[config.mk]
export PLATFORM = sky130hd
export DESIGN_NAME = conv_relu_pool
export DESIGN_NICKNAME = d
export VERILOG_FILES = /design/src/rtl/conv_relu_pool.sv
export SDC_FILE = /design/constraint.sdc
export NUM_CORES = 1
export LEC_CHECK = 0
export ABC_AREA = 0
export BUFFER_PORTS_ARGS = -buffer_cell sky130_fd_sc_hd__buf_4
export CAP_MARGIN = 20
export CELL_PAD_IN_SITES_DETAIL_PLACEMENT = 1
export CELL_PAD_IN_SITES_GLOBAL_PLACEMENT = 2
export CORE_AREA = 2 2 127 129
export DETAILED_ROUTE_END_ITERATION = 7
export DIE_AREA = 0 0 129 131
export GPL_ROUTABILITY_DRIVEN = 0
export GPL_TIMING_DRIVEN = 1
export PLACE_DENSITY_LB_ADDON = 0.1
export SYNTH_ARGS = -nofsm -noshare
export SYNTH_HDL_FRONTEND = slang
export SYNTH_SLANG_ARGS = --single-unit
[constraint.sdc]
create_clock -name clk_i -period 5.9 [get_ports clk_i]
set_input_delay 1.18 -clock clk_i [delete_from_list [all_inputs] [get_ports clk_i]]
set_output_delay 1.18 -clock clk_i [all_outputs]
set_load 0.02 [all_outputs]
[src/rtl/conv_relu_pool.sv]
// Post-convolution stage: bias + ReLU + shift requantisation to OUT_W bits, then a
// 2x2/stride-2 max-pool over a raster-ordered FMAP_W x FMAP_H map using a half-width line buffer.
module conv_relu_pool #(
    parameter int IN_W   = 20,
    parameter int OUT_W  = 8,
    parameter int FMAP_W = 24,
    parameter int FMAP_H = 24,
    parameter int SHIFT  = 8
) (
    input  logic                    clk_i,
    input  logic                    rstn_i,
    input  logic                    clear_i,
    input  logic                    valid_i,
    input  logic signed [IN_W-1:0]  data_i,
    input  logic signed [IN_W-1:0]  bias_i,
    output logic                    valid_o,
    output logic signed [OUT_W-1:0] data_o,
    output logic                    done_o
);

    localparam int COL_W = (FMAP_W > 1) ? $clog2(FMAP_W) : 1;
    localparam int ROW_W = (FMAP_H > 1) ? $clog2(FMAP_H) : 1;
    localparam int LB_N  = FMAP_W / 2;
    localparam int LB_AW = (LB_N > 1) ? $clog2(LB_N) : 1;

    localparam logic [OUT_W-1:0]       Q_MAX     = {1'b0, {(OUT_W-1){1'b1}}};
    localparam logic signed [IN_W:0]   Q_MAX_EXT = (IN_W+1)'(2**(OUT_W-1) - 1);
    localparam logic [COL_W-1:0]       COL_LAST  = COL_W'(FMAP_W - 1);
    localparam logic [ROW_W-1:0]       ROW_LAST  = ROW_W'(FMAP_H - 1);

    // Quantise stage
    logic signed [IN_W:0] sum;
    logic signed [IN_W:0] shifted;
    logic                 q_valid_d, q_valid_q;
    logic [OUT_W-1:0]     q_val_d, q_val_q;

    always_comb begin
        // One extra bit keeps the bias addition exact for any operand pair.
        sum       = {data_i[IN_W-1], data_i} + {bias_i[IN_W-1], bias_i};
        shifted   = sum >>> SHIFT;
        q_valid_d = 1'b0;
        q_val_d   = q_val_q;
        if (!clear_i && valid_i) begin
            q_valid_d = 1'b1;
            if (sum[IN_W] || (sum == '0)) begin
                q_val_d = '0;
            end else if (shifted > Q_MAX_EXT) begin
                q_val_d = Q_MAX;
            end else begin
                q_val_d = shifted[OUT_W-1:0];
            end
        end
    end

    always_ff @(posedge clk_i or negedge rstn_i) begin
        if (!rstn_i) begin
            q_valid_q <= 1'b0;
            q_val_q   <= '0;
        end else begin
            q_valid_q <= q_valid_d;
            q_val_q   <= q_val_d;
        end
    end

    // Pool stage
    logic [COL_W-1:0] col_d, col_q;
    logic [ROW_W-1:0] row_d, row_q;
    logic [OUT_W-1:0] hold_d, hold_q;
    logic             valid_o_d, valid_o_q;
    logic             done_o_d, done_o_q;
    logic [OUT_W-1:0] data_o_d, data_o_q;
    logic [OUT_W-1:0] h_max;
    logic [OUT_W-1:0] lb_rd;
    logic [LB_AW-1:0] lb_idx;
    logic             lb_we;
    logic [OUT_W-1:0] lb_mem [LB_N];

    assign lb_idx = LB_AW'(col_q >> 1);
    assign lb_rd  = lb_mem[lb_idx];
    // Values are non-negative after ReLU, so unsigned compares are exact.
    assign h_max  = (hold_q > q_val_q) ? hold_q : q_val_q;

    always_comb begin
        col_d     = col_q;
        row_d     = row_q;
        hold_d    = hold_q;
        valid_o_d = 1'b0;
        done_o_d  = 1'b0;
        data_o_d  = data_o_q;
        lb_we     = 1'b0;
        if (clear_i) begin
            col_d  = '0;
            row_d  = '0;
            hold_d = '0;
        end else if (q_valid_q) begin
            if (!col_q[0]) begin
                hold_d = q_val_q;
            end else if (!row_q[0]) begin
                lb_we = 1'b1;
            end else begin
                valid_o_d = 1'b1;
                data_o_d  = (lb_rd > h_max) ? lb_rd : h_max;
                done_o_d  = (row_q == ROW_LAST) && (col_q == COL_LAST);
            end
            // Wrap at the end of the map so the next map can follow with no clear.
            if (col_q == COL_LAST) begin
                col_d = '0;
                row_d = (row_q == ROW_LAST) ? '0 : row_q + ROW_W'(1);
            end else begin
                col_d = col_q + COL_W'(1);
            end
        end
    end

    always_ff @(posedge clk_i or negedge rstn_i) begin
        if (!rstn_i) begin
            col_q     <= '0;
            row_q     <= '0;
            hold_q    <= '0;
            valid_o_q <= 1'b0;
            done_o_q  <= 1'b0;
            data_o_q  <= '0;
        end else begin
            col_q     <= col_d;
            row_q     <= row_d;
            hold_q    <= hold_d;
            valid_o_q <= valid_o_d;
            done_o_q  <= done_o_d;
            data_o_q  <= data_o_d;
        end
    end

    // Every entry is rewritten on an even row before an odd row reads it, so no reset is needed.
    always_ff @(posedge clk_i) begin
        if (lb_we) begin
            lb_mem[lb_idx] <= h_max;
        end
    end

    assign valid_o = valid_o_q;
    assign done_o  = done_o_q;
    assign data_o  = data_o_q;

endmodule

* Word-level counts from Yosys, hierarchy flattened
Memory sizes are Yosys's and may differ from the RTL's.
Index checks and enable logic that the tools add are counted.
** Word-level totals
- Register bits :: 37
- Latch bits :: 0
- RAM bits :: 96
- ROM bits :: 0
- Logic and storage cells :: 58
- Memories kept :: 1
** Cells by class
- Add/subtract/negate cells :: 3
- Multiply operators :: 0
- Div/mod/pow operators :: 0
- $lt $le $gt $ge :: 3
- Eq/ne operators :: 3
- Shift-type cells :: 0
- Multiplexer cells :: 29
- Bitwise gates (word level) :: 1
- Reductions and logical operators :: 10
** Memory list
- lb_mem :: words 12, bits a word 8, read ports 1, clocked after Yosys merged registers in 0, write ports 1, line 76 : logic [OUT_W-1:0] lb_mem [LB_N];
** Operator list (number)
- $mux W8 :: 7
- $mux W5 :: 7
- $add A20 B20 Y21 :: 1
- $logic_not A21 Y1 :: 1
- $gt A8 B8 Y1 :: 2
- $mux W1 :: 15
- $gt A13 B8 Y1 const B :: 1
- $add A5 B1 Y5 const B :: 2
- $eq A5 B5 Y1 const B :: 2
- $reduce_and A2 Y1 :: 2
- $reduce_and A4 Y1 :: 1
- $reduce_bool A2 Y1 :: 2
- $logic_and A1 B1 Y1 :: 2
- $ne A2 B2 Y1 const B :: 1
- $logic_not A1 Y1 :: 1
- $logic_or A1 B1 Y1 :: 1
- $not A1 Y1 :: 1

* Logic depth before layout (Yosys ltp)
- Depth in word-level cells :: 6
- Mapped depth :: 18
- Mapped depth without buffers :: 18

* Worst setup path before layout
OpenSTA, ideal clock, no wires.
- Kind :: register to register
- Start point :: reg q_val_q[1]
- End point :: reg data_o_q[0] (netlist: data_o[0])
- Arrival :: 3.406 ns
- Setup slack :: 2.399 ns
- Stages on the path, launching flop included :: 19
- Path buffers :: 0
- Period minus slack after synthesis :: 3.501 ns
- Cell sequence :: dfrtp_1 inv_1 ha_1 nor2b_1 o21a_1 o21a_1 o21ai_0 a21oi_2 mux2_2 inv_1 ha_1 nor2b_1 o21a_1 o21a_1 o21a_1 o21bai_1 a22oi_2 and2_1 o31ai_1
** Between the ends
- Longest elaborated chain between the ends :: 4
** RTL lines
- from (decl) :: line 35 : logic [OUT_W-1:0] q_val_d, q_val_q;
- from (signal assigned) :: line 61 : q_val_q <= q_val_d;
- $gt A8 B8 Y1 :: line 81 : assign h_max = (hold_q > q_val_q) ? hold_q : q_val_q;
- $mux W8 (*) :: line 81
- named net h_max[1] :: line 72 : logic [OUT_W-1:0] h_max;
- $gt A8 B8 Y1 (*) :: line 102 : data_o_d = (lb_rd > h_max) ? lb_rd : h_max;
- $mux W8 (*) :: line 102
- to (signal assigned) :: line 129 : data_o_q <= data_o_d;
- to (decl) :: line 71 : logic [OUT_W-1:0] data_o_d, data_o_q;
Mark *: on every way through the listed nets, which the timed path passes. The rest lies on a longest branch.
A chain may end at the register's enable or synchronous reset.

* Worst setup path after layout
- Start point :: reg q_val_q[1]
- End point :: reg data_o_q[7] (netlist: data_o[7])
Same word-level chain as after synthesis.

==> key figures <==
Die
  – Die X: 129 um
  – Chip height: 131 um
  – Row count: 46
  – Die ar.: 16900 sq um
  – Initial Utilization: 0.437
  – Core ar.: 15600 sq um
  – IO Pins: 54

Setup path
  – Worst Setup End Kind: flop
  – Worst path cell trace: inv_1 > ha_1 > nor2b_1 > o21a_1 > o21a_1 > o21ai_0 > a21oi_2 > mux2_2 > inv_1 > ha_1 > nor2b_1 > o21a_1 > o21a_1 > o21a_1 > o21bai_1 > a22oi_2 > mux2i_1 > o21ai_0
  – Register-to-Register Path Depth: 18
  – Slowest CP cell: a22oi_2
  – R2R Path Start: q_val_q[1]$_DFFE_PN0P_
  – Worst Path Max Fanout: 14
  – Worst Path Class, Setup: flop to flop
  – Max incr delay on CP: 0.51 ns
  – Critical path arrival: 4.40 ns
  – CP most frequent cell: o21a_1
  – Flop-to-flop setup slack: 1.78 ns
  – CP required: 6.18 ns
  – CP Launch Type: flop
  – Buf/Inv on CP: 2
  – Crit path max-delay family: compound AO/OA/AOI/OAI gates
  – Reg-to-Reg End: data_o[7]$_DFFE_PN0P_

Logic synthesis
  – Number of enable flip-flop cells after synthesis: 96
  – Post-Syn Instances: 540
  – Seq/Total Area, Yosys: 0.559
  – Ys async rst share: 0.278
  – Syn_nets: 623
  – Synth warnings: 0
  – Top cells by area, synth: edfxtp_1, dfrtp_1, mux4_2
  – Prevailing post-synth register cell: edfxtp_1
  – Most frequent cell after synthesis: edfxtp_1
  – Netlist cell types: 52
  – Syn Area/Cell: 12.6 sq um
  – Share of the synthesized area in the top cell type: 0.423
  – Synthesized cell area: 6820 sq um
  – FF+latch count, synth: 133
  – Commonest cells in the netlist: edfxtp_1, nand2_1, nor2_1
  – Yosys top cell by area: edfxtp_1

Power
  – Worst vdd ir: 0.197 mV
  – Pwr dens: 307 nW/um^2
  – PnR Total Power: 2.47 mW
  – Pleak: 3.12 nW

Global route
  – Number of global-route vias before repair: 4993
  – Largest net degree at the start of global routing: 38
  – First-pass GRT wire length: 27.6 mm
  – Total GRT Usage: 0.220
  – Initial antenna violation count: 0
  – Remaining global-route overflow: 0

Routing
  – DRT antenna net count: 0
  – First-pass DRT Iterations: 4
  – DR vias: 4609
  – DRT Wirelength: 17.2 mm
  – DR vias/cell: 5.58
  – WL per Instance: 20.8 um
  – Initial drt markers: 312
  – Drt drc: 0

Status
  – Run status: complete, no violations

STA
  – Final worst path period share: 0.698
  – Fin Clk Skew: 0.00898 ns
  – Max-slew headroom: 0.336
  – # setup viols final: 0
  – Max-slew violation count: 0
  – Setup TNS: 0 ns
  – Min cycle time layout: 4.12 ns
  – FMAX: 0.243 GHz
  – RSZ-0062 raised after global routing: false
  – Hold Violations, Final: 0
  – Worst setup margin: 1.78 ns
  – Slew @ Worst Pin: 0.992 ns

Placement
  – Post-DP Area: 7440 sq um
  – Place WS: 1.57 ns
  – Post-DP HPWL: 12.2 mm
  – Port Buf Inserts: 53

Clocking
  – Worst skew pair latency: 0.42 ns
  – Clk sinks: 133
  – CTS Buf Count: 17
  – Clk slew on worst S/H paths: 0.06 ns
  – Root Driver: clkbuf_16
  – H-Tree Depth: 4
  – Resize count post-CTS: 0
  – Cts hold-fix bufs: 0
  – CTS tree: built
  – Clk buf depth: 2
  – Setup bufs post-CTS: 0

Cells and area
  – Utilization after layout: 0.516
  – N_diodes: 0
  – Synth-to-layout area growth: 18.1%
  – Share of layout cells above drive strength 1: 0.220
  – Layout net count: 680
  – Design area: 8050 sq um

Worst hold path
  – Hold Path Depth: 2
  – HP Start: data_o[6]$_DFFE_PN0P_
  – Hold Path End: data_o[6]$_DFFE_PN0P_
  – Hold crit path type: flop to flop

Flow run
  – Max-cap violations: 0
==> how the worst max path moves through the flow <==
stage	cells past startpoint	startpoint	to	slack, ns
final	18	q_val_q[1]$_DFFE_PN0P_	data_o[7]$_DFFE_PN0P_	1.78
after global routing	18	q_val_q[1]$_DFFE_PN0P_	data_o[3]$_DFFE_PN0P_	1.43
after CTS	13	col_q[1]$_DFFE_PN0P_	data_o[7]$_DFFE_PN0P_	1.48
after detailed placement	13	col_q[1]$_DFFE_PN0P_	data_o[6]$_DFFE_PN0P_	1.57
after global placement	13	col_q[1]$_DFFE_PN0P_	data_o[3]$_DFFE_PN0P_	1.69
after floorplan	18	q_val_q[1]$_DFFE_PN0P_	data_o[0]$_DFFE_PN0P_	2.40
==> through the flow <==
step,hold slack [ns],cells
finish,0.491,826
global route,0.536,826
CTS,0.496,825
detailed placement,0.482,793
global placement,0.472,793
floorplan,0.507,540
==> tightest hold or removal path: stages, from the launching register on <==
cell     delay (ns)
dfrtp_1        0.34
nand2_1        0.05
o21ai_0        0.06
==> flip-flops by register name, indices dropped and copies added, names as in the netlist, 5 cells and up <==
register,flops
row_q,5
data_o,8
col_q,5
hold_q,8
q_val_q,8
lb_mem,96
==> cell type report <==
| type | instances | area, sq um |
|---|---|---|
| repair buffers | 60 | 470 |
| multi-input cells | 360 | 2820 |
| fillers | 1585 | 7540 |
| well taps | 216 | 270 |
| clock inverters | 15 | 163 |
| flip-flops and latches | 133 | 3810 |
| inverters | 25 | 93.8 |
| clock buffers | 17 | 425 |
==> where the power goes <==
part	internal [mW]	total, mW	switching, mW
logic	0.132	0.342	0.210
clock network	0.600	1.05	0.448
registers	1.06	1.08	0.0209
==> placed cells by master, fill, tap and decap left out, drive strengths merged, types with 6 or more instances in the layout <==
| master | Yosys | layout |
|---|---|---|
| nor2 | 39 | 39 |
| o21ai | 29 | 29 |
| a21o | 9 | 9 |
| mux2 | 9 | 9 |
| nand4 | 9 | 9 |
| buf | 9 | 60 |
| dfrtp | 37 | 37 |
| a21oi | 37 | 37 |
| ha | 38 | 38 |
| edfxtp | 96 | 96 |
| nand2 | 52 | 52 |
| inv | 25 | 34 |
| nand3 | 12 | 12 |
| o21a | 6 | 6 |
| clkbuf | 13 | 17 |
| mux4 | 24 | 24 |
| nand2b | 6 | 6 |
| nor3 | 9 | 9 |
| xnor2 | 6 | 6 |
| mux2i | 19 | 19 |
==> layer usage <==
layer	up-vias	GRT usage	wire [um]
li1	2141	-	-
met1	2350	0.285	7480
met2	92	0.372	8670
met3	26	0.0395	679
met4	0	0.0825	324
met5	-	0	0
==> logic make-up (layout without fill, tap and decap cells) <==
logic type | Yosys count | after routing | share of synthesized area
and+or+nand+nor | 150 | 150 | 0.106
DFF | 133 | 133 | 0.559
muxes | 52 | 52 | 0.122
adders and majority gates | 39 | 39 | 0.0727
AOI/OAI and AO/OA | 108 | 108 | 0.0989
buffers and inverters | 47 | 117 | 0.0273
xor gates and xnor gates | 11 | 11 | 0.0141
Note: power is estimated with default switching activity, not from simulation.
